File: src/rtl/gb_sched_pkg.sv
// Shared state encodings for the GB bank rotation scheduler.
package gb_sched_pkg;

    // Life cycle of one GB bank as it moves around the ring.
    typedef enum logic [2:0] {
        BANK_FREE,
        BANK_LOADING,
        BANK_READY,
        BANK_COMPUTING,
        BANK_DIRTY,
        BANK_DONE
    } bank_state_t;

    typedef enum logic [1:0] {
        LD_IDLE,
        LD_REQ,
        LD_DATA
    } ld_state_t;

    typedef enum logic {
        CMP_IDLE,
        CMP_RUN
    } cmp_state_t;

    typedef enum logic {
        RET_IDLE,
        RET_WB
    } ret_state_t;

endpackage

File: src/rtl/gb_beat_ctr.sv
// Beat index counter for one DRAM burst: clear, increment with wrap, last flag.
module gb_beat_ctr #(
    parameter int BEATS  = 8,
    parameter int BEAT_W = $clog2(BEATS)
) (
    input  logic              clock,
    input  logic              reset_n,
    input  logic              clr_i,
    input  logic              inc_i,
    output logic [BEAT_W-1:0] beat_o,
    output logic              last_o
);

    logic [BEAT_W-1:0] beat_q;
    logic [BEAT_W-1:0] beat_d;

    // Next beat: clear wins over increment; BEATS is a power of two so +1 wraps.
    always_comb begin
        // NOTE: default assignment first so every path drives beat_d and no latch is inferred.
        beat_d = beat_q;
        if (clr_i) begin
            beat_d = '0;
        end else if (inc_i) begin
            beat_d = beat_q + BEAT_W'(1);
        end
    end

    // Beat register with synchronous active-low reset.
    always_ff @(posedge clock) begin
        // NOTE: non-blocking assignment so all flops sample pre-edge values together.
        if (!reset_n) begin
            beat_q <= '0;
        end else begin
            beat_q <= beat_d;
        end
    end

    assign beat_o = beat_q;
    assign last_o = (beat_q == BEAT_W'(BEATS - 1));

endmodule

File: src/rtl/gb_bank_sched.sv
// N-bank ring scheduler: load, compute and retire FSMs chase each other around
// the GB banks so DRAM fetch, MAC compute and writeback overlap on distinct banks.
module gb_bank_sched #(
    parameter int NUM_BANKS = 3,
    parameter int BEATS     = 8,
    parameter int ADDR_W    = 28,
    parameter int BANK_W    = $clog2(NUM_BANKS),
    parameter int BEAT_W    = $clog2(BEATS)
) (
    input  logic              clock,
    input  logic              reset_n,
    input  logic              node_valid,
    output logic              node_ready,
    input  logic [ADDR_W-1:0] node_rd_addr,
    input  logic              node_wb_en,
    input  logic [ADDR_W-1:0] node_wb_addr,
    output logic              rd_req,
    output logic [ADDR_W-1:0] rd_addr,
    input  logic              rd_gnt,
    input  logic              rd_valid,
    output logic              ld_we,
    output logic [BANK_W-1:0] ld_bank,
    output logic [BEAT_W-1:0] ld_beat,
    output logic              cmp_start,
    output logic [BANK_W-1:0] cmp_bank,
    input  logic              cmp_done,
    output logic              wr_req,
    output logic [ADDR_W-1:0] wr_addr,
    input  logic              wr_gnt,
    output logic              wb_re,
    output logic [BANK_W-1:0] wb_bank,
    output logic [BEAT_W-1:0] wb_beat,
    output logic              busy
);

    import gb_sched_pkg::*;

    // Per-bank state and writeback descriptor.
    bank_state_t       bank_q    [NUM_BANKS];
    bank_state_t       bank_d    [NUM_BANKS];
    logic              wb_en_q   [NUM_BANKS];
    logic              wb_en_d   [NUM_BANKS];
    logic [ADDR_W-1:0] wb_addr_q [NUM_BANKS];
    logic [ADDR_W-1:0] wb_addr_d [NUM_BANKS];

    // FSM state and ring pointers.
    ld_state_t         ld_state_q, ld_state_d;
    cmp_state_t        cmp_state_q, cmp_state_d;
    ret_state_t        ret_state_q, ret_state_d;
    logic [BANK_W-1:0] ld_ptr_q, ld_ptr_d;
    logic [BANK_W-1:0] cmp_ptr_q, cmp_ptr_d;
    logic [BANK_W-1:0] ret_ptr_q, ret_ptr_d;
    logic [ADDR_W-1:0] rd_addr_q, rd_addr_d;
    logic              cmp_start_q, cmp_start_d;
    logic              wb_first_q, wb_first_d;

    // Beat counter controls.
    logic              ld_clr, ld_last;
    logic              ret_clr, ret_inc, ret_last;
    logic [BEAT_W-1:0] ret_beat;

    function automatic logic [BANK_W-1:0] next_ptr(input logic [BANK_W-1:0] p);
        return (p == BANK_W'(NUM_BANKS - 1)) ? '0 : p + BANK_W'(1);
    endfunction

    assign node_ready = (ld_state_q == LD_IDLE) && (bank_q[ld_ptr_q] == BANK_FREE);
    assign rd_req     = (ld_state_q == LD_REQ);
    assign rd_addr    = rd_addr_q;
    assign ld_we      = (ld_state_q == LD_DATA) && rd_valid;
    assign ld_bank    = ld_ptr_q;
    assign cmp_start  = cmp_start_q;
    assign cmp_bank   = cmp_ptr_q;
    assign wr_req     = (ret_state_q == RET_WB);
    assign wr_addr    = wr_req ? (wb_addr_q[ret_ptr_q] + ADDR_W'(ret_beat)) : '0;
    assign wb_re      = wr_req && wb_first_q;
    assign wb_bank    = ret_ptr_q;
    assign wb_beat    = ret_beat;

    assign ld_clr  = (ld_state_q == LD_REQ) && rd_gnt;
    assign ret_inc = wr_req && wr_gnt;

    gb_beat_ctr #(.BEATS(BEATS), .BEAT_W(BEAT_W)) u_ld_ctr (
        .clock   (clock),
        .reset_n (reset_n),
        .clr_i   (ld_clr),
        .inc_i   (ld_we),
        .beat_o  (ld_beat),
        .last_o  (ld_last)
    );

    gb_beat_ctr #(.BEATS(BEATS), .BEAT_W(BEAT_W)) u_ret_ctr (
        .clock   (clock),
        .reset_n (reset_n),
        .clr_i   (ret_clr),
        .inc_i   (ret_inc),
        .beat_o  (ret_beat),
        .last_o  (ret_last)
    );

    // Next state of the three FSMs; ring ordering keeps their bank updates disjoint.
    always_comb begin
        bank_d      = bank_q;
        wb_en_d     = wb_en_q;
        wb_addr_d   = wb_addr_q;
        ld_state_d  = ld_state_q;
        cmp_state_d = cmp_state_q;
        ret_state_d = ret_state_q;
        ld_ptr_d    = ld_ptr_q;
        cmp_ptr_d   = cmp_ptr_q;
        ret_ptr_d   = ret_ptr_q;
        rd_addr_d   = rd_addr_q;
        cmp_start_d = 1'b0;
        wb_first_d  = wb_first_q;
        ret_clr     = 1'b0;

        // Load: accept node, request burst, stream beats into the bank.
        case (ld_state_q)
            LD_IDLE: begin
                if (node_valid && node_ready) begin
                    rd_addr_d           = node_rd_addr;
                    wb_en_d[ld_ptr_q]   = node_wb_en;
                    wb_addr_d[ld_ptr_q] = node_wb_addr;
                    bank_d[ld_ptr_q]    = BANK_LOADING;
                    ld_state_d          = LD_REQ;
                end
            end
            LD_REQ: begin
                if (rd_gnt) ld_state_d = LD_DATA;
            end
            LD_DATA: begin
                if (rd_valid && ld_last) begin
                    bank_d[ld_ptr_q] = BANK_READY;
                    ld_ptr_d         = next_ptr(ld_ptr_q);
                    ld_state_d       = LD_IDLE;
                end
            end
            default: ld_state_d = LD_IDLE;
        endcase

        // Compute: launch on the next READY bank, wait for done.
        case (cmp_state_q)
            CMP_IDLE: begin
                if (bank_q[cmp_ptr_q] == BANK_READY) begin
                    cmp_start_d       = 1'b1;
                    bank_d[cmp_ptr_q] = BANK_COMPUTING;
                    cmp_state_d       = CMP_RUN;
                end
            end
            CMP_RUN: begin
                if (cmp_done) begin
                    bank_d[cmp_ptr_q] = wb_en_q[cmp_ptr_q] ? BANK_DIRTY : BANK_DONE;
                    cmp_ptr_d         = next_ptr(cmp_ptr_q);
                    cmp_state_d       = CMP_IDLE;
                end
            end
            default: cmp_state_d = CMP_IDLE;
        endcase

        // Retire: free clean banks at once, write dirty banks back beat by beat.
        case (ret_state_q)
            RET_IDLE: begin
                if (bank_q[ret_ptr_q] == BANK_DONE) begin
                    bank_d[ret_ptr_q] = BANK_FREE;
                    ret_ptr_d         = next_ptr(ret_ptr_q);
                end else if (bank_q[ret_ptr_q] == BANK_DIRTY) begin
                    ret_clr     = 1'b1;
                    wb_first_d  = 1'b1;
                    ret_state_d = RET_WB;
                end
            end
            RET_WB: begin
                if (wr_gnt) begin
                    wb_first_d = !ret_last;
                    if (ret_last) begin
                        bank_d[ret_ptr_q] = BANK_FREE;
                        ret_ptr_d         = next_ptr(ret_ptr_q);
                        ret_state_d       = RET_IDLE;
                    end
                end else begin
                    wb_first_d = 1'b0;
                end
            end
            default: ret_state_d = RET_IDLE;
        endcase
    end

    // State registers; reset returns every bank to FREE and drops in-flight beats.
    always_ff @(posedge clock) begin
        if (!reset_n) begin
            // NOTE: the per-bank descriptor is reset too, so wr_addr never shows stale data after reset.
            for (int i = 0; i < NUM_BANKS; i++) begin
                bank_q[i]    <= BANK_FREE;
                wb_en_q[i]   <= 1'b0;
                wb_addr_q[i] <= '0;
            end
            ld_state_q  <= LD_IDLE;
            cmp_state_q <= CMP_IDLE;
            ret_state_q <= RET_IDLE;
            ld_ptr_q    <= '0;
            cmp_ptr_q   <= '0;
            ret_ptr_q   <= '0;
            rd_addr_q   <= '0;
            cmp_start_q <= 1'b0;
            wb_first_q  <= 1'b0;
        end else begin
            bank_q      <= bank_d;
            wb_en_q     <= wb_en_d;
            wb_addr_q   <= wb_addr_d;
            ld_state_q  <= ld_state_d;
            cmp_state_q <= cmp_state_d;
            ret_state_q <= ret_state_d;
            ld_ptr_q    <= ld_ptr_d;
            cmp_ptr_q   <= cmp_ptr_d;
            ret_ptr_q   <= ret_ptr_d;
            rd_addr_q   <= rd_addr_d;
            cmp_start_q <= cmp_start_d;
            wb_first_q  <= wb_first_d;
        end
    end

    // Scheduler is busy while any bank holds a node.
    always_comb begin
        busy = 1'b0;
        for (int i = 0; i < NUM_BANKS; i++) begin
            busy = busy | (bank_q[i] != BANK_FREE);
        end
    end

endmodule

File: config.mk
export PLATFORM = sky130hd
export DESIGN_NAME = gb_bank_sched
export DESIGN_NICKNAME = d
export VERILOG_FILES = /design/src/rtl/gb_sched_pkg.sv /design/src/rtl/gb_beat_ctr.sv /design/src/rtl/gb_bank_sched.sv
export SDC_FILE = /design/constraint.sdc
export NUM_CORES = 1
export LEC_CHECK = 0
export ABC_AREA = 1
export CAP_MARGIN = 20
export CORE_ASPECT_RATIO = 0.8
export CORE_UTILIZATION = 33
export DETAILED_ROUTE_END_ITERATION = 16
export HOLD_SLACK_MARGIN = 0.08
export SETUP_SLACK_MARGIN = 0.4
export SLEW_MARGIN = 40
export SYNTH_ARGS = -nofsm -noshare
export SYNTH_HDL_FRONTEND = slang
export SYNTH_SLANG_ARGS = --single-unit
File: constraint.sdc
create_clock -name clock -period 5 [get_ports clock]
set_clock_uncertainty 0.15 [all_clocks]
set_input_delay 1 -clock clock [delete_from_list [all_inputs] [get_ports clock]]
set_output_delay 1 -clock clock [all_outputs]
set_load 0.02 [all_outputs]
---- After elaboration in Yosys (flattened, before gate mapping) ----
Index checks and enable logic that the tools add are counted.
word-level totals
  flip-flop bits (word level) ............. 142
  output and inout bits ................... 75
cells by class
  add/sub/neg operators ................... 6
  magnitude comparators ................... 6
  eq/ne operators ......................... 18
  muxes and demuxes ....................... 64
  bitwise operators ....................... 19
  reduce and logical (&&, ||, !) cells .... 25
operators by type and width
  operator            count
  $mux 28             4
  $bwmux 84           1
  $mux 9              7
  $bmux 28 s2         1
  $demux 28 s2        1
  $pmux 9 s2          3
  $add 28x3->28       1
  $mux 3              9
  $bmux 3 s2          3
  $demux 3 s2         3
  $mux 2              9
  $mux 1              14
  $and 6x6->6         2
  $eq 3x3->1 const B  4
  $not 6->6           2
  $logic_and 1x1->1   10
  $and 9x9->9         1
  $bwmux 9            1
  $ge 3x3->1 const B  3
  $lt 3x1->1 const B  3
  $not 2->3           3
  $not 9->9           1
  $reduce_bool 3->1   3
  $eq 2x2->1 const B  4
  24 further kinds    45

---- Depth between registers and ports, before layout ----
Gate-level depths: netlist of the first run.
  word-level depth ........................ 16
  mapped depth ............................ 18

---- Hierarchy ----
Synthesis of the first run repeated with hierarchy kept, for this count alone.
unflattened totals
  cell total of the unflattened synthesis .. 1067
  area, all modules ....................... 7115.6 um2
by module, submodules not included
  module         times used  cells an instance  area each (um2)  seq. area each (um2)
  gb_bank_sched  1           1029               6830.3           2722.6
  gb_beat_ctr    2           19                 142.6            60.1

---- Worst setup path before layout of the first run ----
Ideal clock, no wire load.
  path type ............................... register to output
  start ................................... reg ret_ptr_q[0], in the netlist wb_bank[0]
  end ..................................... out wr_addr[24]
  arrival time ............................ 2559 ps
  data required time ...................... 3850 ps
  setup slack ............................. 1291 ps
  cell stages (with the launch flop) ...... 18
  path buffers ............................ 3
  cell sequence ........................... dfxtp_1 buf_6 nor2_8 buf_8 buf_6 a22oi_1 nand2_1 ha_1 fa_1 nand2_1 nand2_1 nand2_1 inv_1 nand2_1 inv_1 nand3_1 nand2_1 nor2_1
between the ends
  word-level cells in the longest chain between the ends .. 6
RTL lines
  item                                        RTL line              RTL
  start, declared                             gb_bank_sched.sv:52   logic [BANK_W-1:0] ret_ptr_q, ret_ptr_d;
  start signal, assigned                      gb_bank_sched.sv:214  ret_ptr_q <= ret_ptr_d;
  $not 2->3 (not written as such)             gb_bank_sched.sv:74   assign wr_addr = wr_req ? (wb_addr_q[ret_ptr_q] + ADDR_W'(ret_beat)) : '0;
  $bmux 28 s2                                 gb_bank_sched.sv:74
  $mux 28 (not written as such) (2 in a row)  gb_bank_sched.sv:74
  $add 28x3->28                               gb_bank_sched.sv:74
  $mux 28                                     gb_bank_sched.sv:74
  end, declared                               gb_bank_sched.sv:28   output logic [ADDR_W-1:0] wr_addr,
No other way between the ends. The select of a mux whose other input is x is not followed.

---- Final worst setup path of the first run ----
  start ................................... reg ret_ptr_q[1], in the netlist wb_bank[1]
  end ..................................... out wr_addr[18]
The elaborated chain is that of the path after synthesis.

==> impl_metrics.tcl, run 1 <==
set metrics [dict create \
    synth-seq-cells 142 \
    timing.fmax_mhz 229 \
    vias_per_cell 4.98 \
    cap_violations 0 \
    reg2reg_slack_ns 2.17 \
    synth-edff-count 0 \
    crit_required_ns 3.85 \
    synthDistinctLibCells 40 \
    root_buffer "clkbuf_16" \
    drc_errors 0 \
    cts_tree "done" \
    yosys-top-cells-area "dfxtp_1 39%, nand2_1 13%, nand3_1 12%, a21oi_1 7.9%, nor2_1 6.9%" \
    r2r_end "wb_addr_q[70]$_SDFFE_PN0P_" \
    cellPowerDensity_nw_per_um2 312 \
    setup_viol 0 \
    finalCritPeriodShare 0.875 \
    grt_pass1_vias 6728 \
    antenna_found_initial 0 \
    die_h_um 135 \
    coreArea_sq_um 21600 \
    drtAntennaViolNets 0 \
    postPlaceCellArea_sq_um 8690 \
    synth_top_area_cell "dfxtp_1" \
    start_util 0.336 \
    status "finished, final reports clean" \
    syn-mean-instance-area_sq_um 6.87 \
    r2r_start "ld_bank[1]$_SDFFE_PN0P_" \
    holdCritPathClass "reg2reg" \
    criticalPathCategory "reg2out" \
    die_area_sq_um 22600 \
    synth_warnings 0 \
    syn_inst 1056 \
    synthesis.area_sq_um 7250 \
    synth_top_cell_area_share 0.392 \
    track_usage 0.197 \
    portBuffers 138 \
    clockBufferDepth 2 \
    first_iter_violations 594 \
    routed_wl_mm 21.9 \
    reg2reg_depth 10 \
    rows 48 \
    cts_max_level 4 \
    cts_buffers 17 \
    fin_nets 1235 \
    post_cts_buffers 0 \
    grt_pass1_wl_mm 35.6 \
    num_vias 7228 \
    worst_pin_slew_ns 0.790 \
    critPathMostFrequentCell "nand2_1" \
    hp-start "wb_addr_q[19]$_SDFFE_PN0P_" \
    area_delta_synth_final_pct 28.2 \
    peakVddDrop_mv 0.220 \
    finalMaxSlewViolations 0 \
    gp_congestion 0.927 \
    dp.final_hpwl_mm 14.4 \
    cp-end-kind "output pin" \
    syn-num-nets 1128 \
    rsz0062_at_grt "false" \
    grt_start_max_net_pins 107 \
    final_area_sq_um 9300 \
    cts_sinks 142 \
    power_leakage_nw 3.49 \
    hold_viol 0 \
    relSlewSlack 0.473 \
    hold_path_depth 2 \
    final_layout_size_suffix_gt1_frac 0.0867 \
    path_cells "inv_4 -> nor2_2 -> nand2_1 -> nand2_1 -> ha_1 -> fa_1 -> nand2_1 -> nand2_1 -> nand4_1 -> nor2_2 -> nand3_1 -> nand2_1 -> nand2_1 -> nor2_1 -> clkdlybuf4s50_1" \
    slowest_delay_ns 0.60 \
    power_mw 2.90 \
    mostFrequentLayoutCells "244 x nand2_1, 168 x nand3_1, 140 x dfxtp_1, 134 x clkdlybuf4s50_1, 132 x nor2_1" \
    cp.arrival_ns 3.22 \
    clkTransAtPathRegs_ns 0.07 \
    num_io_pins 139 \
    hold_buffers 0 \
    die_w_um 168 \
    wire_per_inst_um 15.1 \
    drt_pass1_iterations 5 \
    hold_end "wb_addr_q[19]$_SDFFE_PN0P_" \
    period_needed_ns 4.37 \
    crit_slowest_cell "clkdlybuf4s50_1" \
    final_common_cell "nand2_1" \
    num_antenna_cells 0 \
    ys.flop_type "dfxtp_1" \
    cp_max_fo 6 \
    nFillCells 2253 \
    setup_tns_ns 0 \
    overflow 0 \
    start_kind "flip-flop" \
    synthArstFlopShare 0 \
    worstSkewPairLatency_ns 0.42 \
    seq_area_frac_synth 0.392 \
]
[cells by family (layout without fill, tap and decap cells)]
| group | after synthesis | after routing | share of synthesized area |
|---|---|---|---|
| flops | 142 | 142 | 0.392 |
| xor+xnor | 8 | 8 | 0.00966 |
| compound gates | 174 | 174 | 0.124 |
| simple gates | 599 | 599 | 0.373 |
| fa+ha+maj | 8 | 8 | 0.0148 |
| buf+inv | 125 | 245 | 0.0871 |
[how the worst max path moves through the flow]
stage / from / end / slack (ns) / depth (start not counted)
5_1_grt: wb_bank[1]$_SDFFE_PN0P_ / wr_addr[9] / 0.40 / 12
2_1_floorplan: wb_bank[0]$_SDFFE_PN0P_ / wr_addr[24] / 1.29 / 17
3_5_place_dp: wb_bank[0]$_SDFFE_PN0P_ / wr_addr[18] / 0.83 / 15
3_3_place_gp: wb_bank[0]$_SDFFE_PN0P_ / wr_addr[18] / 0.95 / 15
6_report: wb_bank[1]$_SDFFE_PN0P_ / wr_addr[18] / 0.63 / 15
4_1_cts: wb_bank[1]$_SDFFE_PN0P_ / wr_addr[21] / 0.47 / 13
[area by class of cell]
| cell class | instances | area [sq um] | share of cell area |
|---|---|---|---|
| multi-input cells | 789 | 3790 | 0.408 |
| clock buffers | 17 | 425 | 0.0457 |
| inverters | 62 | 240 | 0.0258 |
| repair buffers | 151 | 1490 | 0.160 |
| flip-flops and latches | 142 | 2850 | 0.306 |
| clock inverters | 15 | 159 | 0.0171 |
| well taps | 275 | 344 | 0.0370 |
[routing by layer]
metal | wire [um] | GRT usage | part of all wire
met5 | 0 | 0 | 0
met4 | 62 | 0.0377 | 0.0028
met3 | 1620 | 0.0551 | 0.074
met2 | 9420 | 0.304 | 0.43
met1 | 10800 | 0.276 | 0.49
[state kept, by name (all words and copies together), names as in the netlist, 2 cells and up]
signal / count
cmp_bank: 2
wb_en_q: 3
u_ld_ctr.beat_o: 3
bank_q: 9
wb_bank: 2
rd_addr: 28
ld_bank: 2
u_ret_ctr.beat_o: 3
wb_addr_q: 84
ld_state_q: 2
[synth_stat cells (12+ instances only)]
master,count
nand2_1,244
nand3_1,168
dfxtp_1,142
nor2_1,133
a21oi_1,115
inv_1,55
o21ai_0,44
clkbuf_1,29
nand3_2,18
buf_6,13
nor2_2,12
[metrics by stage]
stage / hold slack (ns) / util / setup WS (ns) / instances
after floorplan: 0.286 / - / 1.29 / 1056
after global placement: 0.299 / 0.403 / 0.953 / 1419
after detailed placement: 0.303 / 0.403 / 0.828 / 1419
after CTS: 0.313 / 0.430 / 0.472 / 1451
after global routing: 0.326 / 0.431 / 0.402 / 1451
final: 0.314 / 0.431 / 0.627 / 1451
[report_power, final]
| part | switching [mW] | total, mW | internal [mW] |
|---|---|---|---|
| Combinational | 0.255 | 0.428 | 0.173 |
| Clock | 0.583 | 1.26 | 0.675 |
| Sequential | 0.0293 | 1.21 | 1.18 |
[critical path: cells and delay by family (launching register included)]
family / cells / cell delay (ns)
flip-flops: 1 / 0.45
adder cells (fa/ha/maj): 2 / 0.42
AND/OR/NAND/NOR: 11 / 1.28
buffers and inverters: 2 / 0.65
[repair_timing]
item                       4_1_cts  5_1_grt
setup endpoints to repair        1       18
cloned                           0        0
gates resized for setup          1        8
(Power assumes the default switching activity.)
==> inputs of run 2 (changes only) <==
--- a/config.mk
+++ b/config.mk
@@ -7,10 +7,14 @@
 export LEC_CHECK = 0
 export ABC_AREA = 1
 export CAP_MARGIN = 20
+export CELL_PAD_IN_SITES_DETAIL_PLACEMENT = 1
+export CELL_PAD_IN_SITES_GLOBAL_PLACEMENT = 1
 export CORE_ASPECT_RATIO = 0.8
 export CORE_UTILIZATION = 33
+export CTS_CLUSTER_DIAMETER = 120
 export DETAILED_ROUTE_END_ITERATION = 16
 export HOLD_SLACK_MARGIN = 0.08
+export PLACE_DENSITY_LB_ADDON = 0.1
 export SETUP_SLACK_MARGIN = 0.4
 export SLEW_MARGIN = 40
 export SYNTH_ARGS = -nofsm -noshare
==> run 2 against run 1 <==
Compared with the run above:
- sequential share of layout area decreased by 0.17 points
- setup slack worse by 0.14 ns
- global-route usage up 3.0 points
- wire length up 16%
- highest routed layer unchanged
- via count up 2.3%
==> impl_metrics.tcl, run 2 (synthesis results as in run 1) <==
set metrics [dict create \
    status "finished, final reports clean" \
    hold_viol 0 \
    drc_errors 0 \
    cellPowerDensity_nw_per_um2 306 \
    peakVddDrop_mv 0.168 \
    mostFrequentLayoutCells "244 x nand2_1, 167 x nand3_1, 140 x dfxtp_1, 132 x nor2_1, 121 x clkdlybuf4s50_1" \
    worstSkewPairLatency_ns 0.43 \
    wire_per_inst_um 17.5 \
    swShare 0.295 \
    vias_per_cell 5.09 \
    root_buffer "clkbuf_16" \
    grt_start_max_net_pins 68 \
    track_usage 0.228 \
    routed_wl_mm 25.3 \
    finalMaxSlewViolations 0 \
    power_frac_seq 0.425 \
    cp-end-kind "output pin" \
    grt_pass1_wl_mm 39.9 \
    finalCritPeriodShare 0.902 \
    setup_viol 0 \
    post_cts_buffers 0 \
    hold_buffers 0 \
    grt_pass1_vias 7281 \
    period_needed_ns 4.51 \
    die_area_sq_um 22600 \
    rows 48 \
    die_w_um 168 \
    drtAntennaViolNets 0 \
    setup_tns_ns 0 \
    first_iter_violations 483 \
    num_vias 7392 \
    final_layout_size_suffix_gt1_frac 0.0875 \
    final_common_cell "nand2_1" \
    cap_violations 0 \
    cts_max_level 4 \
    start_util 0.336 \
    cp.arrival_ns 3.36 \
    drt_pass1_iterations 5 \
    dp.final_hpwl_mm 17.0 \
    clkPwrFrac 0.421 \
    clkTransAtPathRegs_ns 0.07 \
    relSlewSlack 0.450 \
    num_antenna_cells 0 \
    pwr-share-comb 0.153 \
    rsz0062_at_grt "true" \
    area_delta_synth_final_pct 28.8 \
    cp_max_fo 25 \
    coreArea_sq_um 21600 \
    power_leakage_nw 3.72 \
    p_switching_mw 0.843 \
    regMostFlops "wb_addr_q" \
    cts_sinks 142 \
    cts_tree "done" \
    holdCritPathClass "reg2reg" \
    whs_ns 0.314 \
    fin_nets 1236 \
    criticalPathCategory "reg2out" \
    die_h_um 135 \
    worst_pin_slew_ns 0.824 \
    gp_congestion 0.811 \
    largest_register_ff_count 84 \
    cts_buffers 17 \
    crit_required_ns 3.85 \
    start_kind "flip-flop" \
    clockBufferDepth 2 \
    timing.fmax_mhz 222 \
    antenna_found_initial 0 \
    portBuffers 138 \
    overflow 0 \
    num_io_pins 139 \
    p_int_mw 2.01 \
]
## run 2: cell count changes in the layout (fill, tap and decap cells not counted), sizes merged
cell / before / now
clkdlybuf4s50: 134 / 121
clkbuf: 17 / 20
clkinvlp: 0 / 4
clkinv: 2 / 5
inv: 75 / 66
dlymetal6s2s: 4 / 17
## run 2: worst paths after layout
| path | startpoint | cells after the start | slack, ns | end |
|---|---|---|---|---|
| setup / recovery | wb_bank[0]$_SDFFE_PN0P_ | 14 | 0.49 | wr_addr[27] |
| hold / removal | wb_addr_q[11]$_SDFFE_PN0P_ | 2 | 0.31 | wb_addr_q[11]$_SDFFE_PN0P_ |
| setup reg to reg | ld_bank[1]$_SDFFE_PN0P_ | 10 | 1.84 | wb_addr_q[6]$_SDFFE_PN0P_ |
| hold reg to reg | wb_addr_q[11]$_SDFFE_PN0P_ | 2 | 0.31 | wb_addr_q[11]$_SDFFE_PN0P_ |
## run 2: what timing repair did
action,CTS,global route
gates resized for setup,2,24
cloned,0,1
setup endpoints to repair,16,23
## run 2: power groups by stage
| stage | Sequential [mW] | Combinational [mW] | Clock [mW] |
|---|---|---|---|
| after floorplan | 1.27 | 0.217 | 0 |
| after global placement | 1.24 | 0.437 | 0 |
| after detailed placement | 1.24 | 0.439 | 0 |
| after CTS | 1.22 | 0.442 | 1.23 |
| after global routing | 1.22 | 0.484 | 1.27 |
| final | 1.21 | 0.438 | 1.20 |
## run 2: worst max-delay path, stage by stage (launching register included)
cell and delay [ns]:
dfxtp_2 0.37, buf_4 0.18, nor2_8 0.15, buf_4 0.35, nand2_1 0.11, nand3_1 0.26
nand2_1 0.14, nor2_2 0.16, nand2_1 0.11, nor2_1 0.18, nand2_1 0.07, nand2_1 0.06
nand2_1 0.06, nor2_1 0.09, clkdlybuf4s50_1 0.63
## run 2: cell type report
cell class | count | area (sq um)
clock inverter | 13 | 106
tap | 275 | 344
clock buffer | 19 | 443
sequential | 142 | 2850
inverter | 62 | 245
timing repair buffer | 152 | 1560
multi-input combinational | 789 | 3800
fill | 2716 | 12200
## run 2: layer usage
metal | vias up | part of all wire | GRT usage
li1 | 3686 | - | -
met1 | 3509 | 0.51 | 0.327
met2 | 182 | 0.43 | 0.343
met3 | 15 | 0.058 | 0.0536
met4 | 0 | 0.0072 | 0.0540
met5 | - | 0 | 0
## run 2: per-stage QoR
| step | setup WS [ns] | instances | total power [mW] | cell area [sq um] | utilization |
|---|---|---|---|---|---|
| detailed placement | 0.743 | 1419 | 1.68 | 8700 | 0.403 |
| CTS | 0.378 | 1451 | 2.89 | 9250 | 0.429 |
| finish | 0.490 | 1452 | 2.86 | 9350 | 0.433 |
| global route | 0.266 | 1452 | 2.98 | 9350 | 0.433 |
| global placement | 0.796 | 1419 | 1.68 | 8690 | 0.403 |
| floorplan | 1.29 | 1056 | 1.49 | 7250 | - |
